--- config.mk ---
export PLATFORM = sky130hd
export DESIGN_NAME = vram_arbiter
export DESIGN_NICKNAME = d
export VERILOG_FILES = /design/src/rtl/vram_arbiter.sv
export SDC_FILE = /design/constraint.sdc
export NUM_CORES = 1
export LEC_CHECK = 0
export ABC_AREA = 1
export BUFFER_PORTS_ARGS = -buffer_cell sky130_fd_sc_hd__buf_2
export CAP_MARGIN = 0
export CORE_AREA = 2 2 117 119
export DETAILED_ROUTE_END_ITERATION = 10
export DIE_AREA = 0 0 119 121
export SLEW_MARGIN = 20
export SYNTH_ARGS = -nofsm -noshare
export SYNTH_HDL_FRONTEND = slang
export SYNTH_SLANG_ARGS = --single-unit
export TNS_END_PERCENT = 20
--- constraint.sdc ---
create_clock -name clk -period 3.8 [get_ports clk]
set_input_delay 0.57 -clock clk [delete_from_list [all_inputs] [get_ports clk]]
set_output_delay 0.57 -clock clk [all_outputs]
set_load 0.02 [all_outputs]
--- src/rtl/vram_arbiter.sv ---
// Shares the single VRAM host port between the CPU bus and the VRAM DMA engine.
// Fair round-robin outside vblank; bounded DMA burst lock during vblank.
module vram_arbiter #(
  parameter int ADDR_W    = 32,
  parameter int DATA_W    = 32,
  parameter int BURST_MAX = 16
) (
  input  logic              clk,
  input  logic              rst,
  input  logic              vblank,
  input  logic              cpu_req,
  input  logic              cpu_we,
  input  logic [ADDR_W-1:0] cpu_addr,
  input  logic [DATA_W-1:0] cpu_wdata,
  output logic              cpu_gnt,
  output logic              cpu_rvalid,
  output logic [DATA_W-1:0] cpu_rdata,
  input  logic              dma_req,
  input  logic              dma_we,
  input  logic [ADDR_W-1:0] dma_addr,
  input  logic [DATA_W-1:0] dma_wdata,
  input  logic              dma_last,
  output logic              dma_gnt,
  output logic              dma_rvalid,
  output logic [DATA_W-1:0] dma_rdata,
  output logic              mem_en,
  output logic              mem_we,
  output logic [ADDR_W-1:0] mem_addr,
  output logic [DATA_W-1:0] mem_din,
  input  logic [DATA_W-1:0] mem_dout
);

  localparam int CNT_W = $clog2(BURST_MAX + 1);

  typedef enum logic [0:0] {
    ARB  = 1'b0,
    LOCK = 1'b1
  } state_e;

  state_e           state_q, state_d;
  logic             last_win_q, last_win_d;
  logic [CNT_W-1:0] cnt_q, cnt_d;
  logic [CNT_W-1:0] cnt_inc;
  logic             cpu_pri_q, cpu_pri_d;
  logic             rd_pend_q, rd_pend_d;
  logic             rd_sel_q, rd_sel_d;

  // Grant selection and next-state for the lock FSM
  always_comb begin
    state_d    = state_q;
    last_win_d = last_win_q;
    cnt_d      = cnt_q;
    cpu_pri_d  = cpu_pri_q;
    cpu_gnt    = 1'b0;
    dma_gnt    = 1'b0;
    cnt_inc    = cnt_q + CNT_W'(1);

    if (rst) begin
      state_d = ARB;
    end else if ((state_q == LOCK) && vblank) begin
      if (dma_req) begin
        dma_gnt    = 1'b1;
        last_win_d = 1'b1;
        // The cap takes precedence so the CPU always gets the slot after a full lock
        if (cnt_inc == CNT_W'(BURST_MAX)) begin
          state_d   = ARB;
          cnt_d     = '0;
          cpu_pri_d = 1'b1;
        end else if (dma_last) begin
          state_d = ARB;
          cnt_d   = '0;
        end else begin
          cnt_d = cnt_inc;
        end
      end else if (cpu_req) begin
        cpu_gnt    = 1'b1;
        last_win_d = 1'b0;
      end else begin
        cpu_gnt = 1'b0;
      end
    end else begin
      // Plain arbitration, also used on the cycle vblank drops while locked
      state_d   = ARB;
      cnt_d     = '0;
      cpu_pri_d = 1'b0;
      if (cpu_req && dma_req) begin
        if (cpu_pri_q) begin
          cpu_gnt = 1'b1;
        end else if (vblank) begin
          dma_gnt = 1'b1;
        end else if (last_win_q) begin
          cpu_gnt = 1'b1;
        end else begin
          dma_gnt = 1'b1;
        end
      end else if (cpu_req) begin
        cpu_gnt = 1'b1;
      end else if (dma_req) begin
        dma_gnt = 1'b1;
      end else begin
        cpu_gnt = 1'b0;
      end

      if (dma_gnt) begin
        last_win_d = 1'b1;
        if (vblank && !dma_last) begin
          state_d = LOCK;
          cnt_d   = CNT_W'(1);
        end else begin
          state_d = ARB;
        end
      end else if (cpu_gnt) begin
        last_win_d = 1'b0;
      end else begin
        last_win_d = last_win_q;
      end
    end
  end

  // VRAM port mux and read-return tracking
  always_comb begin
    mem_en    = cpu_gnt | dma_gnt;
    mem_we    = 1'b0;
    mem_addr  = '0;
    mem_din   = '0;
    if (dma_gnt) begin
      mem_we   = dma_we;
      mem_addr = dma_addr;
      mem_din  = dma_wdata;
    end else if (cpu_gnt) begin
      mem_we   = cpu_we;
      mem_addr = cpu_addr;
      mem_din  = cpu_wdata;
    end else begin
      mem_we = 1'b0;
    end
    rd_pend_d = mem_en & ~mem_we;
    rd_sel_d  = dma_gnt;
  end

  // Route last cycle's read data to its requester; reset drops a pending return
  always_comb begin
    cpu_rvalid = 1'b0;
    dma_rvalid = 1'b0;
    cpu_rdata  = '0;
    dma_rdata  = '0;
    if (rst) begin
      cpu_rvalid = 1'b0;
    end else if (rd_pend_q && rd_sel_q) begin
      dma_rvalid = 1'b1;
      dma_rdata  = mem_dout;
    end else if (rd_pend_q) begin
      cpu_rvalid = 1'b1;
      cpu_rdata  = mem_dout;
    end else begin
      cpu_rvalid = 1'b0;
    end
  end

  // State registers
  always_ff @(posedge clk) begin
    if (rst) begin
      state_q    <= ARB;
      last_win_q <= 1'b1;
      cnt_q      <= '0;
      cpu_pri_q  <= 1'b0;
      rd_pend_q  <= 1'b0;
      rd_sel_q   <= 1'b0;
    end else begin
      state_q    <= state_d;
      last_win_q <= last_win_d;
      cnt_q      <= cnt_d;
      cpu_pri_q  <= cpu_pri_d;
      rd_pend_q  <= rd_pend_d;
      rd_sel_q   <= rd_sel_d;
    end
  end

endmodule
### Yosys cells after proc, flatten, opt, wreduce, memory -nomap -nowiden

Cells that the tools add are included.

* flip-flop bits (word level): 10
* bits of input ports: 168
* word-level logic and storage cells: 78

* add/sub/neg operators: 1
* eq/ne operators: 4
* multiplexer cells: 53
* bitwise operators: 4
* reduce and logical (&&, ||, !) cells: 10

Operator list (count)
* $mux W32: 9
* $mux W1: 40
* $mux W5: 4
* $reduce_and A2 Y1: 3
* $add A5 B1 Y5 const B: 1
* $eq A5 B5 Y1 const B: 1
* $logic_and A1 B1 Y1: 4
* $ne A3 B2 Y1 const B: 1
* $ne A3 B3 Y1 const B: 1
* $reduce_bool A3 Y1: 1
* $ne A2 B2 Y1 const B: 1
* $not A1 Y1: 2
* $reduce_or A2 Y1: 1
* $and A1 B1 Y1: 1
* $logic_not A1 Y1: 1
* $or A1 B1 Y1: 1

### Logic depth before layout (Yosys ltp)

Gate-level depths: netlist of run 1.

* depth in word-level cells: 12
* mapped depth: 11
* mapped depth without buffers: 9

### Worst setup path after synthesis of run 1

No wires, ideal clock.

* path type: in2out
* start point: input rst
* end point: output cpu_rdata[10]
* arrival: 1.796 ns
* data required time: 3.230 ns
* slack: 1.434 ns
* stages on the path: 4
* buffers on the path: 1
* path through: nor3_1 inv_1 buf_2 nor2_1

* cells in the longest elaborated chain, start to end: 1

Ends and longest elaborated chain
* from (decl): RTL line 9 `input logic rst,`
* $mux W32: RTL line 147 `if (rst) begin`
* to (decl): RTL line 17 `output logic [DATA_W-1:0] cpu_rdata,`

Every way passes these cells.

### Worst setup path in the final report of run 1

* start point: input vblank
* end point: output mem_din[0]

* cells in the longest elaborated chain, start to end: 9
* elaborated cells between the ends (all ways): 17
* those cells by class: mux (16); reduce/logical (1)

Ends and longest elaborated chain
* from (decl): RTL line 10 `input logic vblank,`
* $mux W1: RTL line 89 `end else if (vblank) begin`
* $mux W1: RTL line 87 `if (cpu_pri_q) begin`
* $mux W1: RTL line 86 `if (cpu_req && dma_req) begin`
* $mux W1: RTL line 60 `end else if ((state_q == LOCK) && vblank) begin`
* $mux W1: RTL line 58 `if (rst) begin`
* $mux W1: RTL line 60
* $mux W1: RTL line 58
* $mux W32: RTL line 130 `end else if (cpu_gnt) begin`
* $mux W32 (*): RTL line 126 `if (dma_gnt) begin`
* to (decl): RTL line 29 `output logic [DATA_W-1:0] mem_din,`

Every way passes the cells marked *; elsewhere a longest branch is shown, timed or not. The select of a mux whose other input is x is not followed.

==> results of run 1 <==
-- path summary, 6_finish.rpt --
kind	from	to	slack (ns)	cells after the start
hold reg to reg	cpu_pri_q	cpu_pri_q	0.48	2
hold / removal	cpu_pri_q	cpu_pri_q	0.48	2
setup reg to reg	cnt_q[0]	state_q	2.50	7
setup / recovery	vblank	mem_din[0]	1.19	12
-- cell usage after synthesis --
cell	instances
nand2_1	209
nor2_1	72
inv_1	47
nand3_1	11
dfxtp_1	10
buf_2	8
a21oi_1	7
buf_6	7
buf_4	5
o21ai_0	5
nand4_1	3
inv_2	2
nand2_2	2
ha_1	1
nand3_2	1
nor2_2	1
nor3_1	1
o21a_1	1
-- cells by family after synthesis --
| kind of cell | after synthesis | synth area share (%) |
|---|---|---|
| compound gates | 13 | 3.79 |
| flops | 10 | 11.2 |
| fa+ha+maj | 1 | 0.702 |
| buf+inv | 69 | 19.1 |
| simple gates | 300 | 65.2 |
-- stage by stage --
stage	setup WS (ns)	instance area (sq um)
after floorplan	1.43	1780
after global placement	1.12	3400
after detailed placement	1.14	3400
after CTS	1.13	3490
after global routing	0.994	3490
final	1.19	3490
-- final cells by class --
cell class	count	area, sq um	area share (%)
Antenna cell	1	2.50	0.0717
Multi-Input combinational cell	314	1250	35.7
Clock buffer	4	88.8	2.54
Timing Repair Buffer	305	1550	44.4
Tap cell	176	220	6.31
Sequential cell	10	200	5.73
Inverter	49	184	5.27
-- where the power goes --
group,switching (uW),internal [uW],total [uW]
logic,208,135,343
clock network,54.4,159,213
registers,1.83,108,110
total,265,402,667
-- state kept, by name, indices dropped and copies added, names as in the netlist --
register	cells
cpu_pri_q	1
state_q	1
rd_sel_q	1
cnt_q	5
last_win_q	1
rd_pend_q	1
-- layer usage --
metal	up-vias	track usage [%]	share of wire, %
li1	1726	-	-
met5	-	0	0
met1	1304	13.2	42
met4	0	1.41	0.19
met2	127	19.8	50
met3	2	1.97	7.8
-- worst max-delay path, stage by stage --
cell	delay [ns]
buf_2	0.11
inv_1	0.05
nand2_1	0.05
nand2_2	0.08
nand2_1	0.05
nand2_1	0.05
nand3_1	0.10
inv_2	0.41
buf_12	0.26
nand2_1	0.08
nand2_1	0.06
buf_2	0.16
==> results.tsv, run 1 <==
stage	metric	value	unit
logic_synthesis	share of the yosys chip area belonging to registers	11.2	%
final_layout	most frequent cells in the layout	buf_2 (301), nand2_1 (209), nor2_1 (72)	
clocking	H-tree Lvls	1	
die	Initial Util	13.6	%
placed_design	final RePlAce weighted congestion	0.790	
die	chip height	121	um
setup_path	crit path launch type	input pin	
drt	DR vias	3159	
clocking	CTS tree	done	
power_and_ir_drop	Power Total	667	uW
setup_path	worst endpoint required time	3.23	ns
timing	Hold Fails Final Rpt	0	
logic_synthesis	area leader, netlist	nand2_1	
die	Die W	119	um
timing	skew final	0.00198	ns
clocking	clk_lat worst skew	0.24	ns
grt	initial antenna violation count	1	
clocking	Post-CTS Setup Inserts	0	
setup_path	WP data arrival	2.04	ns
logic_synthesis	post-synth top area share	44.0	%
drt	DR WL/cell	10.3	um
hold_path	worst min path class	reg2reg	
timing	setup violators final	0	
drt	1st-pass router iterations	4	
die	full die area	14400	sq um
clocking	Clock Path Buffers	2	
setup_path	CP Max Fanout	36	
grt	GRT Util Overall	10.7	%
power_and_ir_drop	Max IR drop VDD	153	uV
power_and_ir_drop	power per cell area	191	nW/um^2
timing	worst slew pin tran	0.959	ns
placed_design	Detail Placement HPWL	7500	um
timing	setup TNS	0	ns
setup_path	CP Capture Type	output port	
power_and_ir_drop	Leak	0.00254	uW
logic_synthesis	#FFs+latches synth	10	
logic_synthesis	Mapped Area	1780	sq um
run_status	status	finished clean	
timing	fin. max-slew vios	0	
drt	Total Wirelength	8890	um
drt	Remaining DRCs	0	
drt	antenna-violating nets left	0	
setup_path	WS Path Type	in2out	
final_layout	leading cell type in the layout, fill and taps excluded	buf_2	
placed_design	number of buffers added on ports	301	
timing	maximum clock rate	0.383	GHz
clocking	clock sink total	10	
timing	Relative slew margins	36.0	%
logic_synthesis	yosys warns	0	
timing	RSZ-0062 raised after global routing	no	
placed_design	dpl cells	854	
grt	vias in the first global route	2774	
clocking	Num CTS Buffers	3	
clocking	clock-pin slew on the worst setup and hold paths	0.04	ns
final_layout	Net count, final	852	
logic_synthesis	Avg Inst Size Synth	4.54	sq um
logic_synthesis	Mapped Cells	393	
clocking	CTS resizes	0	
die	Core Area	13100	sq um
clocking	hold buffers post-CTS	0	
die	row count	42	
grt	grt ovf	0	
clocking	clock tree root driver cell	clkbuf_16	
final_layout	Finished Layout Cells	859	
drt	violation count after the first detailed-route iteration	116	
grt	global-route wire length before repair	13000	um
final_layout	area growth from synthesis to layout	95.9	%
logic_synthesis	syn nets	562	
die	I/O pin count	302	
drt	Vias per Instance	3.68	
final_layout	fin util	26.7	%
final_layout	FILL cells	1511	
final_layout	layout cells sized above 1	46.2	%
timing	final worst-path cycle share	68.7	%
logic_synthesis	largest cells by area after synthesis	nand2_1 (44%), nor2_1 (15%), dfxtp_1 (11%), inv_1 (9.9%), buf_6 (4.4%)	
logic_synthesis	Unique masters post-synth	18	
grt	largest net degree at the start of global routing	37	
timing	Period minus WS final	2.61	ns
timing	Fin Hold WS	0.482	ns
flow_run	# Max-Cap Violations	0	
Note: power is estimated with default switching activity, not from simulation.
==> run 2, diff against run 1 <==
==> constraint.sdc (replaced) <==
create_clock -name clk -period 2.55 [get_ports clk]
set_input_delay 0.3825 -clock clk [delete_from_list [all_inputs] [get_ports clk]]
set_output_delay 0.3825 -clock clk [all_outputs]
set_load 0.02 [all_outputs]
==> run 2 against run 1 <==
Compared with the run above:
- sequential share of layout area about the same
- critical path depth decreased by 4
- via count increased by 0.35%
- worst hold slack got worse by 0.045 ns
- critical endpoint is now mem_addr[20]
- register-to-register slack got worse by 1.3 ns
- setup slack got worse by 0.75 ns
- die area unchanged
- combinational power increased by 51%
- non-clock buffer count increased by 3
- clock-buffer cell count decreased by 1
==> results.tsv, run 2 (same netlist as run 1, synthesis figures left out) <==
stage	metric	value	unit
run_status	status	finished clean	
grt	global-route wire length before repair	13200	um
drt	Remaining DRCs	0	
drt	1st-pass router iterations	4	
setup_path	WP data arrival	1.72	ns
final_layout	layout cells sized above 1	46.3	%
die	chip height	121	um
clocking	clk_lat worst skew	0.24	ns
die	Core Area	13100	sq um
clocking	clock tree root driver cell	clkbuf_16	
clocking	clock sink total	10	
grt	grt met3 use	1.93	%
setup_path	CP Max Fanout	39	
placed_design	dpl cells	857	
grt	grt met1 use	14.1	%
final_layout	Largest register FFs	5	
timing	maximum clock rate	0.475	GHz
timing	Setup WS post-layout	0.444	ns
die	full die area	14400	sq um
timing	Period minus WS final	2.11	ns
timing	worst slew pin tran	0.403	ns
timing	skew final	0.00603	ns
clocking	hold buffers post-CTS	0	
drt	DR vias	3170	
final_layout	storage element area	200	sq um
grt	initial antenna violation count	1	
final_layout	area growth from synthesis to layout	96.4	%
final_layout	Multi-input gate area	1250	sq um
timing	final worst-path cycle share	82.6	%
clocking	Post-CTS Setup Inserts	0	
setup_path	crit path launch type	flip-flop	
flow_run	# Max-Cap Violations	0	
final_layout	Biggest register	cnt_q	
clocking	H-tree Lvls	1	
timing	RSZ-0062 raised after global routing	no	
clocking	CTS resizes	0	
power_and_ir_drop	Leak	0.00254	uW
placed_design	Detail Placement HPWL	7590	um
timing	Hold Fails Final Rpt	0	
setup_path	WS Path Type	reg2out	
grt	vias in the first global route	2650	
grt	grt peak-use layer	met2	
placed_design	final RePlAce weighted congestion	0.826	
timing	Fin Hold WS	0.437	ns
setup_path	CP Capture Type	output port	
placed_design	number of buffers added on ports	301	
final_layout	Finished Layout Cells	861	
clocking	Clock Path Buffers	2	
power_and_ir_drop	Max IR drop VDD	289	uV
die	row count	42	
die	I/O pin count	302	
final_layout	Net count, final	855	
drt	antenna-violating nets left	0	
grt	met2 GRT Util	19.6	%
timing	fin. max-slew vios	0	
die	Initial Util	13.6	%
grt	grt ovf	0	
setup_path	worst endpoint required time	2.17	ns
timing	Relative slew margins	73.1	%
power_and_ir_drop	power per cell area	275	nW/um^2
clocking	CTS tree	done	
timing	setup TNS	0	ns
grt	largest net degree at the start of global routing	40	
final_layout	most frequent cells in the layout	buf_2 (301), nand2_1 (209), nor2_1 (72)	
hold_path	worst min path class	in2reg	
drt	violation count after the first detailed-route iteration	135	
die	Die W	119	um
final_layout	FILL cells	1508	
drt	DR WL/cell	10.5	um
drt	Vias per Instance	3.68	
grt	GRT Util Overall	11.0	%
final_layout	leading cell type in the layout, fill and taps excluded	buf_2	
clocking	clock-pin slew on the worst setup and hold paths	0.04	ns
clocking	Num CTS Buffers	3	
timing	setup violators final	0	
drt	Total Wirelength	9030	um
placed_design	DP Worst Slack	0.526	ns
==> run 2: power by group <==
part	switching [uW]	leakage (uW)	internal [uW]
registers	3.08	0.0000816	162
clock network	76.6	0.0000370	204
logic	313	0.00243	203
==> run 2: final cells by class <==
cell class / count / share of cell area [%]
flip-flops and latches: 10 / 5.72
repair buffers: 308 / 44.9
clock buffers: 3 / 2.14
inverters: 49 / 5.25
multi-input cells: 314 / 35.6
well taps: 176 / 6.29
diodes: 1 / 0.0715
==> run 2: critical path, cell delays in order (launching register included) <==
cell and delay [ns]:
dfxtp_1 0.32, nand2_1 0.12, nand3_2 0.11, nand2_2 0.08
nor2_4 0.10, buf_4 0.36, nand2_1 0.11, nand2_1 0.08
buf_2 0.16
==> run 2: path summary, 6_finish.rpt <==
kind	start	endpoint	slack, ns	cells after the start
hold / removal	rst	cnt_q[3]	0.44	2
setup reg to reg	cnt_q[0]	cnt_q[4]	1.22	7
hold reg to reg	cpu_pri_q	cpu_pri_q	0.48	2
setup / recovery	state_q	mem_addr[20]	0.44	8
==> run 2: metal layers <==
metal / part of all wire [%] / vias up
met5: 0 / -
met4: 0.59 / 0
met3: 7.4 / 5
met2: 49 / 139
met1: 43 / 1297
li1: - / 1729
==> run 2: stage by stage <==
step | cell area, sq um | total power, uW | util, %
3_3_place_gp | 3420 | 685 | 26.2
4_1_cts | 3500 | 968 | 26.7
3_5_place_dp | 3420 | 685 | 26.2
5_1_grt | 3500 | 1020 | 26.7
2_1_floorplan | 1780 | 446 | -
6_report | 3500 | 962 | 26.8
